File: src/rtl/mult_cmd_scheduler_if.sv
// Handshake bundle between the command scheduler, the command FIFO read port
// and the shared field multiplier.
interface mult_cmd_scheduler_if #(
  parameter int CMD_W = 8,
  parameter int SEL_W = 3
);
  logic             fifo_empty;
  logic             fifo_rd_en;
  logic [CMD_W-1:0] fifo_data;
  logic             mul_start;
  logic [SEL_W-1:0] mul_sel_a;
  logic [SEL_W-1:0] mul_sel_b;
  logic             mul_square;
  logic             mul_done;

  modport master (
    input  fifo_empty, fifo_data, mul_done,
    output fifo_rd_en, mul_start, mul_sel_a, mul_sel_b, mul_square
  );

  modport slave (
    output fifo_empty, fifo_data, mul_done,
    input  fifo_rd_en, mul_start, mul_sel_a, mul_sel_b, mul_square
  );
endinterface

File: src/rtl/mult_cmd_scheduler.sv
// Pops commands from the FIFO, decodes NOP/MUL/SQR/HALT and drives the multiplier.
// Define MULT_SCHED_WATCHDOG_EN to add a mul_done watchdog that halts on timeout.
module mult_cmd_scheduler #(
  parameter int CMD_W   = 8,
  parameter int SEL_W   = 3,
  parameter int CNT_W   = 8,
  parameter int TIMEOUT = 255
) (
  input  logic                 clk,
  input  logic                 rst,
  input  logic                 enable,
  input  logic                 resume,
  mult_cmd_scheduler_if.master bus,
  output logic                 busy,
  output logic                 halted,
  output logic [CNT_W-1:0]     op_count,
  output logic                 timeout_err
);

  typedef enum logic [2:0] {
    S_IDLE, S_FETCH, S_DECODE, S_ISSUE, S_WAIT, S_HALTED
  } state_t;

  localparam logic [1:0] OP_NOP  = 2'b00;
  localparam logic [1:0] OP_MUL  = 2'b01;
  localparam logic [1:0] OP_SQR  = 2'b10;

  state_t           state_q, state_d;
  logic [SEL_W-1:0] sel_a_q, sel_a_d;
  logic [SEL_W-1:0] sel_b_q, sel_b_d;
  logic             square_q, square_d;
  logic [CNT_W-1:0] op_count_q, op_count_d;

  logic [1:0]       cmd_op;
  logic [SEL_W-1:0] cmd_a;
  logic [SEL_W-1:0] cmd_b;

  assign cmd_op = bus.fifo_data[2*SEL_W+1 -: 2];
  assign cmd_a  = bus.fifo_data[2*SEL_W-1 -: SEL_W];
  assign cmd_b  = bus.fifo_data[SEL_W-1:0];

`ifdef MULT_SCHED_WATCHDOG_EN
  localparam int WD_W = $clog2(TIMEOUT + 1);
  logic [WD_W-1:0] wd_cnt_q, wd_cnt_d;
  logic            timeout_err_q, timeout_err_d;
  logic            wd_expired;

  // Fires on the WAIT cycle in which the count would reach TIMEOUT.
  assign wd_expired  = (wd_cnt_q == WD_W'(TIMEOUT - 1));
  assign timeout_err = timeout_err_q;
`else
  logic wd_expired;

  assign wd_expired  = 1'b0;
  assign timeout_err = 1'b0 & (TIMEOUT > 0);
`endif

  always_comb begin
    state_d    = state_q;
    sel_a_d    = sel_a_q;
    sel_b_d    = sel_b_q;
    square_d   = square_q;
    op_count_d = op_count_q;
    case (state_q)
      S_IDLE:   if (enable && !bus.fifo_empty) state_d = S_FETCH;
      S_FETCH:  state_d = S_DECODE;
      S_DECODE: begin
        // Operand selects change only when a real multiply is decoded.
        if (cmd_op == OP_NOP) begin
          state_d = S_IDLE;
        end else if (cmd_op == OP_MUL) begin
          sel_a_d  = cmd_a;
          sel_b_d  = cmd_b;
          square_d = 1'b0;
          state_d  = S_ISSUE;
        end else if (cmd_op == OP_SQR) begin
          sel_a_d  = cmd_a;
          sel_b_d  = cmd_a;
          square_d = 1'b1;
          state_d  = S_ISSUE;
        end else begin
          state_d = S_HALTED;
        end
      end
      S_ISSUE: begin
        op_count_d = op_count_q + 1'b1;
        state_d    = S_WAIT;
      end
      S_WAIT: begin
        if (bus.mul_done)    state_d = S_IDLE;
        else if (wd_expired) state_d = S_HALTED;
      end
      S_HALTED: if (resume) state_d = S_IDLE;
      default:  state_d = S_IDLE;
    endcase
  end

  always_ff @(posedge clk or posedge rst) begin
    if (rst) begin
      state_q    <= S_IDLE;
      sel_a_q    <= '0;
      sel_b_q    <= '0;
      square_q   <= 1'b0;
      op_count_q <= '0;
    end else begin
      state_q    <= state_d;
      sel_a_q    <= sel_a_d;
      sel_b_q    <= sel_b_d;
      square_q   <= square_d;
      op_count_q <= op_count_d;
    end
  end

`ifdef MULT_SCHED_WATCHDOG_EN
  always_comb begin
    wd_cnt_d      = wd_cnt_q;
    timeout_err_d = timeout_err_q;
    if (state_q == S_ISSUE) begin
      wd_cnt_d = '0;
    end else if (state_q == S_WAIT) begin
      wd_cnt_d = wd_cnt_q + 1'b1;
      if (!bus.mul_done && wd_expired) timeout_err_d = 1'b1;
    end
  end

  always_ff @(posedge clk or posedge rst) begin
    if (rst) begin
      wd_cnt_q      <= '0;
      timeout_err_q <= 1'b0;
    end else begin
      wd_cnt_q      <= wd_cnt_d;
      timeout_err_q <= timeout_err_d;
    end
  end
`endif

  assign bus.fifo_rd_en = (state_q == S_FETCH);
  assign bus.mul_start  = (state_q == S_ISSUE);
  assign bus.mul_sel_a  = sel_a_q;
  assign bus.mul_sel_b  = sel_b_q;
  assign bus.mul_square = square_q;
  assign busy           = (state_q != S_IDLE) && (state_q != S_HALTED);
  assign halted         = (state_q == S_HALTED);
  assign op_count       = op_count_q;

endmodule

File: src/flat_wrapper.sv
// flat-port wrapper written by rule: the top's interface ports become plain ports
module mult_cmd_scheduler_flat 
#(
  parameter int CMD_W   = 8,
  parameter int SEL_W   = 3,
  parameter int CNT_W   = 8,
  parameter int TIMEOUT = 255
)
  (clk, rst, enable, resume, busy, halted, op_count, timeout_err, bus_fifo_empty, bus_fifo_data, bus_mul_done, bus_fifo_rd_en, bus_mul_start, bus_mul_sel_a, bus_mul_sel_b, bus_mul_square);
  mult_cmd_scheduler_if #(.CMD_W(CMD_W), .SEL_W(SEL_W)) bus_i ();
  input  logic clk;
  input  logic rst;
  input  logic enable;
  input  logic resume;
  output logic busy;
  output logic halted;
  output logic [CNT_W-1:0] op_count;
  output logic timeout_err;
  input wire logic [$bits(bus_i.fifo_empty)-1:0] bus_fifo_empty;
  input wire logic [$bits(bus_i.fifo_data)-1:0] bus_fifo_data;
  input wire logic [$bits(bus_i.mul_done)-1:0] bus_mul_done;
  output wire logic [$bits(bus_i.fifo_rd_en)-1:0] bus_fifo_rd_en;
  output wire logic [$bits(bus_i.mul_start)-1:0] bus_mul_start;
  output wire logic [$bits(bus_i.mul_sel_a)-1:0] bus_mul_sel_a;
  output wire logic [$bits(bus_i.mul_sel_b)-1:0] bus_mul_sel_b;
  output wire logic [$bits(bus_i.mul_square)-1:0] bus_mul_square;
  assign bus_i.fifo_empty = bus_fifo_empty;
  assign bus_i.fifo_data = bus_fifo_data;
  assign bus_i.mul_done = bus_mul_done;
  assign bus_fifo_rd_en = bus_i.fifo_rd_en;
  assign bus_mul_start = bus_i.mul_start;
  assign bus_mul_sel_a = bus_i.mul_sel_a;
  assign bus_mul_sel_b = bus_i.mul_sel_b;
  assign bus_mul_square = bus_i.mul_square;
  mult_cmd_scheduler #(.CMD_W(CMD_W), .SEL_W(SEL_W), .CNT_W(CNT_W), .TIMEOUT(TIMEOUT)) u_core (.clk(clk), .rst(rst), .enable(enable), .resume(resume), .bus(bus_i), .busy(busy), .halted(halted), .op_count(op_count), .timeout_err(timeout_err));
endmodule
File: config.mk
export PLATFORM = sky130hd
export DESIGN_NAME = mult_cmd_scheduler_flat
export DESIGN_NICKNAME = d
export VERILOG_FILES = /design/src/rtl/mult_cmd_scheduler_if.sv /design/src/rtl/mult_cmd_scheduler.sv /design/src/flat_wrapper.sv
export SDC_FILE = /design/constraint.sdc
export NUM_CORES = 1
export LEC_CHECK = 0
export ABC_CLOCK_PERIOD_IN_PS = 1560
export CORE_AREA = 3 3 51 53
export DETAILED_ROUTE_END_ITERATION = 7
export DIE_AREA = 0 0 54 56
export PLACE_DENSITY = 0.74
export SETUP_SLACK_MARGIN = 0.15
export SLEW_MARGIN = 20
export SYNTH_ARGS = -nofsm -noshare
export SYNTH_HDL_FRONTEND = slang
export SYNTH_SLANG_ARGS = --single-unit
File: constraint.sdc
create_clock -name clk -period 1.56 [get_ports clk]
set_clock_uncertainty 0.1 [all_clocks]
set_input_delay 0.312 -clock clk [delete_from_list [all_inputs] [get_ports clk]]
set_output_delay 0.312 -clock clk [all_outputs]
set_load 0.03 [all_outputs]
---- After elaboration in Yosys (flattened, before gate mapping) ----
Cells that the tools add are included.
storage, ports and cells
  bits in registers ....................... 18
  input bits .............................. 14
  logic and storage cells ................. 39
operators by class
  add/sub/neg operators ................... 1
  equality and inequality tests ........... 11
  multiplexer cells ....................... 12
  bitwise logic cells ..................... 1
  reductions and logical operators ........ 9
operators by type and width
  cell                 count
  $mux 3               9
  $pmux 3 s6           1
  $add 8x1->8 const B  1
  $eq 3x2->1 const B   2
  $eq 3x3->1 const B   2
  $reduce_and 3->1     2
  $ne 2x2->1 const B   2
  $eq 3x1->1 const B   1
  $logic_not 3->1      1
  $ne 3x3->1 const B   1
  $reduce_bool 3->1    1
  $eq 2x1->1 const B   1
  $eq 2x2->1 const B   1
  $logic_and 1x1->1    2
  $logic_not 2->1      1
  $mux 1               2
  $ne 2x1->1 const B   1
  $reduce_bool 2->1    1
  $logic_not 1->1      1
  $not 1->1            1

---- Logic depth before layout (Yosys ltp) ----
Gate-level depths: netlist of run 1.
  word-level depth ........................ 5
  mapped depth ............................ 6
  gate-level depth less buffers ........... 5

---- Least setup slack after synthesis of run 1 ----
No wires, ideal clock.
  path kind ............................... register to output
  start point ............................. register u_core.state_q[2]
  end point ............................... output port bus_fifo_rd_en
  arrival ................................. 1.202 ns
  data required time ...................... 1.148 ns
  path slack .............................. -0.054 ns
  cell stages (with the launch flop) ...... 2
  path buffers ............................ 0
  cell sequence ........................... dfrtp_1 > nor3b_1
between the ends
  longest elaborated chain between the ends .. 1
RTL lines
  element                 line                       RTL
  from (decl)             mult_cmd_scheduler.sv:28   state_t state_q, state_d;
  from (signal assigned)  mult_cmd_scheduler.sv:106  state_q <= state_d;
  $eq 3x1->1              mult_cmd_scheduler.sv:137  assign bus.fifo_rd_en = (state_q == S_FETCH);
  to (decl)               flat_wrapper.sv:22         output wire logic [$bits(bus_i.fifo_rd_en)-1:0] bus_fifo_rd_en;
Every way passes these cells.

---- Worst setup path after layout of run 1 ----
  start point ............................. register u_core.state_q[2]
  end point ............................... output port bus_mul_start
between the ends
  longest elaborated chain between the ends .. 1
RTL lines
  element     line                       RTL
  $eq 3x2->1  mult_cmd_scheduler.sv:138  assign bus.mul_start = (state_q == S_ISSUE);
  to (decl)   flat_wrapper.sv:23         output wire logic [$bits(bus_i.mul_start)-1:0] bus_mul_start;
Every way passes these cells.

==> results of run 1 <==
[cells by family after synthesis]
family          synth area share, %
xor+xnor                       6.82
other cells                   0.417
simple gates                   16.0
buf+inv                        4.59
mux                            11.4
compound gates                 5.15
flops                          50.1
fa+ha+maj                      5.56
[cell type report]
type / count / area (um2) / share of cell area, %
Sequential cell: 18 / 454 / 33.1
Multi-Input combinational cell: 51 / 454 / 33.1
Timing Repair Buffer: 47 / 364 / 26.5
Clock buffer: 4 / 36.3 / 2.64
Tap cell: 28 / 35.0 / 2.55
Inverter: 4 / 30.0 / 2.19
[report_power, final]
| part | switching [mW] | internal, mW | total [mW] | leakage [nW] |
|---|---|---|---|---|
| clock network | 0.151 | 0.142 | 0.293 | 0.0210 |
| logic | 0.707 | 0.604 | 1.31 | 0.425 |
| registers | 0.140 | 0.637 | 0.777 | 0.221 |
[what timing repair did]
item | 4_1_cts | 5_1_grt
resized for setup | 75 | 16
endpoints found under the hold margin | 0 | 0
buffers inserted | 5 | 1
hold buffers | 0 | 0
setup endpoints to repair | 27 | 24
pin swaps | 0 | 1
[critical path, cell delays in order (launching register included)]
cell and delay (ps):
dfrtp_2 470, and3b_2 290, buf_6 140
[cell usage after synthesis (2+ instances only)]
| cell | count | area, um2 |
|---|---|---|
| dfrtp_1 | 18 | 450 |
| xnor2_1 | 6 | 52.6 |
| mux2i_1 | 5 | 50.1 |
| nor2_1 | 5 | 18.8 |
| a21oi_1 | 4 | 20.0 |
| ha_1 | 4 | 50.1 |
| inv_1 | 4 | 15.0 |
| nand4_1 | 3 | 18.8 |
| and3_1 | 2 | 12.5 |
| and3b_2 | 2 | 20.0 |
| buf_4 | 2 | 15.0 |
| mux2_2 | 2 | 22.5 |
| mux2_4 | 2 | 30.0 |
| nand3_1 | 2 | 10.0 |
| o21ai_0 | 2 | 10.0 |
[layer usage]
metal  global-route usage [%]  vias to the layer above
met5                        0                        -
met4                     6.41                        0
met3                     2.95                        0
met2                     26.5                       18
met1                     18.5                      348
li1                         -                      355
[state kept, by name, summed over array words and instances (netlist names)]
signal / count
u_core.bus.mul_sel_b: 3
u_core.bus.mul_sel_a: 3
u_core.state_q: 3
u_core.bus.mul_square: 1
u_core.op_count: 8
[per-stage QoR]
step	setup WS, ps	std cells	hold WS (ps)	utilization [%]	instance area [um2]
detailed placement	-495	142	362	60.4	1320
CTS	-49.1	151	205	63.9	1400
global route	-95.2	152	254	62.7	1370
global placement	-447	142	361	60.4	1320
floorplan	113	76	151	-	936
finish	-45.7	152	208	62.7	1370
[layout by cell type, fill, tap and decap left out, types with 2 or more instances in the layout]
cell type | synthesis | routed
clkdlybuf4s50_1 | 0 | 11
mux2_4 | 2 | 4
clkbuf_4 | 0 | 3
a21oi_1 | 4 | 4
nand4_1 | 3 | 3
o21ai_0 | 2 | 2
xnor2_1 | 6 | 6
and3b_2 | 2 | 2
inv_1 | 4 | 2
inv_8 | 0 | 2
dlygate4sd2_1 | 0 | 2
dfrtp_2 | 0 | 3
dfrtp_1 | 18 | 15
nand3_1 | 2 | 2
nor2_1 | 5 | 4
buf_6 | 1 | 5
ha_1 | 4 | 3
buf_4 | 2 | 14
mux2i_1 | 5 | 5
buf_2 | 0 | 15
and3_1 | 2 | 2
[path summary, 6_finish.rpt]
check	to	start	slack, ps
setup / recovery	bus_mul_start	u_core.state_q[2]	-50
hold / removal	u_core.bus.mul_square	rst	210
setup reg to reg	u_core.bus.mul_sel_a[1]	u_core.state_q[0]	40
hold reg to reg	u_core.op_count[7]	u_core.op_count[7]	370
max in group asynchronous	u_core.state_q[2]	rst	930
min in group clk	u_core.op_count[7]	u_core.op_count[7]	370
==> impl_metrics.ini, run 1 <==
[run_status]
status = finished with violations
violations = setup timing

[floorplan]
die_y_um = 56
initial_utilization_pct = 41.1
rows = 17
core_area_mm2 = 0.00219
die_w_um = 54
dieArea_mm2 = 0.00302
ioPinCount = 34

[cts]
htreeDepth = 1
clk_latency_ps = 300
cts_buffers = 3
cts.sinks = 18
cts_tree = yes
cts_root_buffer = clkbuf_4
path_clk_slew_ps = 110
cts.path.max_buffers = 2

[timing]
drv_slew = 0
setup_tns_ps = -107
final_hold_viol_count = 0
rsz0062_at_grt = true
finalWorstSetupSlack_ps = -45.7
period_minus_slack_ps = 1610
period_share_pct = 103
fmax_ghz = 0.623
setup_viol = 4

[final_layout]
area_delta_synth_final_pct = 52.7
drive_gt1_share_pct = 44.4
antennaDiodeCount = 0
layout.nets = 143
fillers = 193

[synth]
ys.flop_type = dfrtp_1
async_reset_ff_share_pct = 100
ys_types = 28
ys_warn_count = 0
synth-seq-cells = 18
syn-mean-instance-area_um2 = 11.8
synth_edf_count = 0
synthCells = 76
syn_nets = 94
synth_seq_area_share_pct = 50.1
synth_area_um2 = 900

[routing]
drt-initial-drc-count = 5
ant_nets = 0
viasPerCell = 4.74
dr_wl_met3_um = 91
drt-total-wl_um = 2070
wl_met2_um = 1130
route.detailed.drc = 0
wl_met1_um = 844
firstDrtPassIters = 4
vias = 721
wire_per_inst_um = 13.6
routed.top_layer = met3

[global_routing]
grt_pass1_wl_um = 3480
grt_pass1_vias = 765
grt_remaining_overflow = 0
antenna_found_initial = 0
grt_max_degree = 19
grtUsageTotal_pct = 15.6

[pwr]
power_leakage_nw = 0.667
vdd_drop_max_mv = 0.915
finalPower_mw = 2.38
power_density_mw_per_mm2 = 1730

[placed_design]
gp_congestion = 0.725
dp_hpwl_um = 1520
port_buffers = 32

[worst_setup_path]
end_kind = output port
crit_arrival_ps = 1190
crit_required_ps = 1150
path_max_fanout = 7
worstRegToRegCells = 3
startpoint_type = register
critPathKind = reg -> out

[min_path]
hp-class = in -> async

[flow_run]
drv_cap = 0
No activity file was read; power rests on OpenSTA's default activity.
==> run 2: changes to the inputs <==
--- a/config.mk
+++ b/config.mk
@@ -9,6 +9,7 @@
 export CORE_AREA = 3 3 51 53
 export DETAILED_ROUTE_END_ITERATION = 7
 export DIE_AREA = 0 0 54 56
+export HOLD_SLACK_MARGIN = 0.06
 export PLACE_DENSITY = 0.74
 export SETUP_SLACK_MARGIN = 0.15
 export SLEW_MARGIN = 20
==> results of run 2 <==
The final DEF is identical to that of run 1; final timing and power are the same.
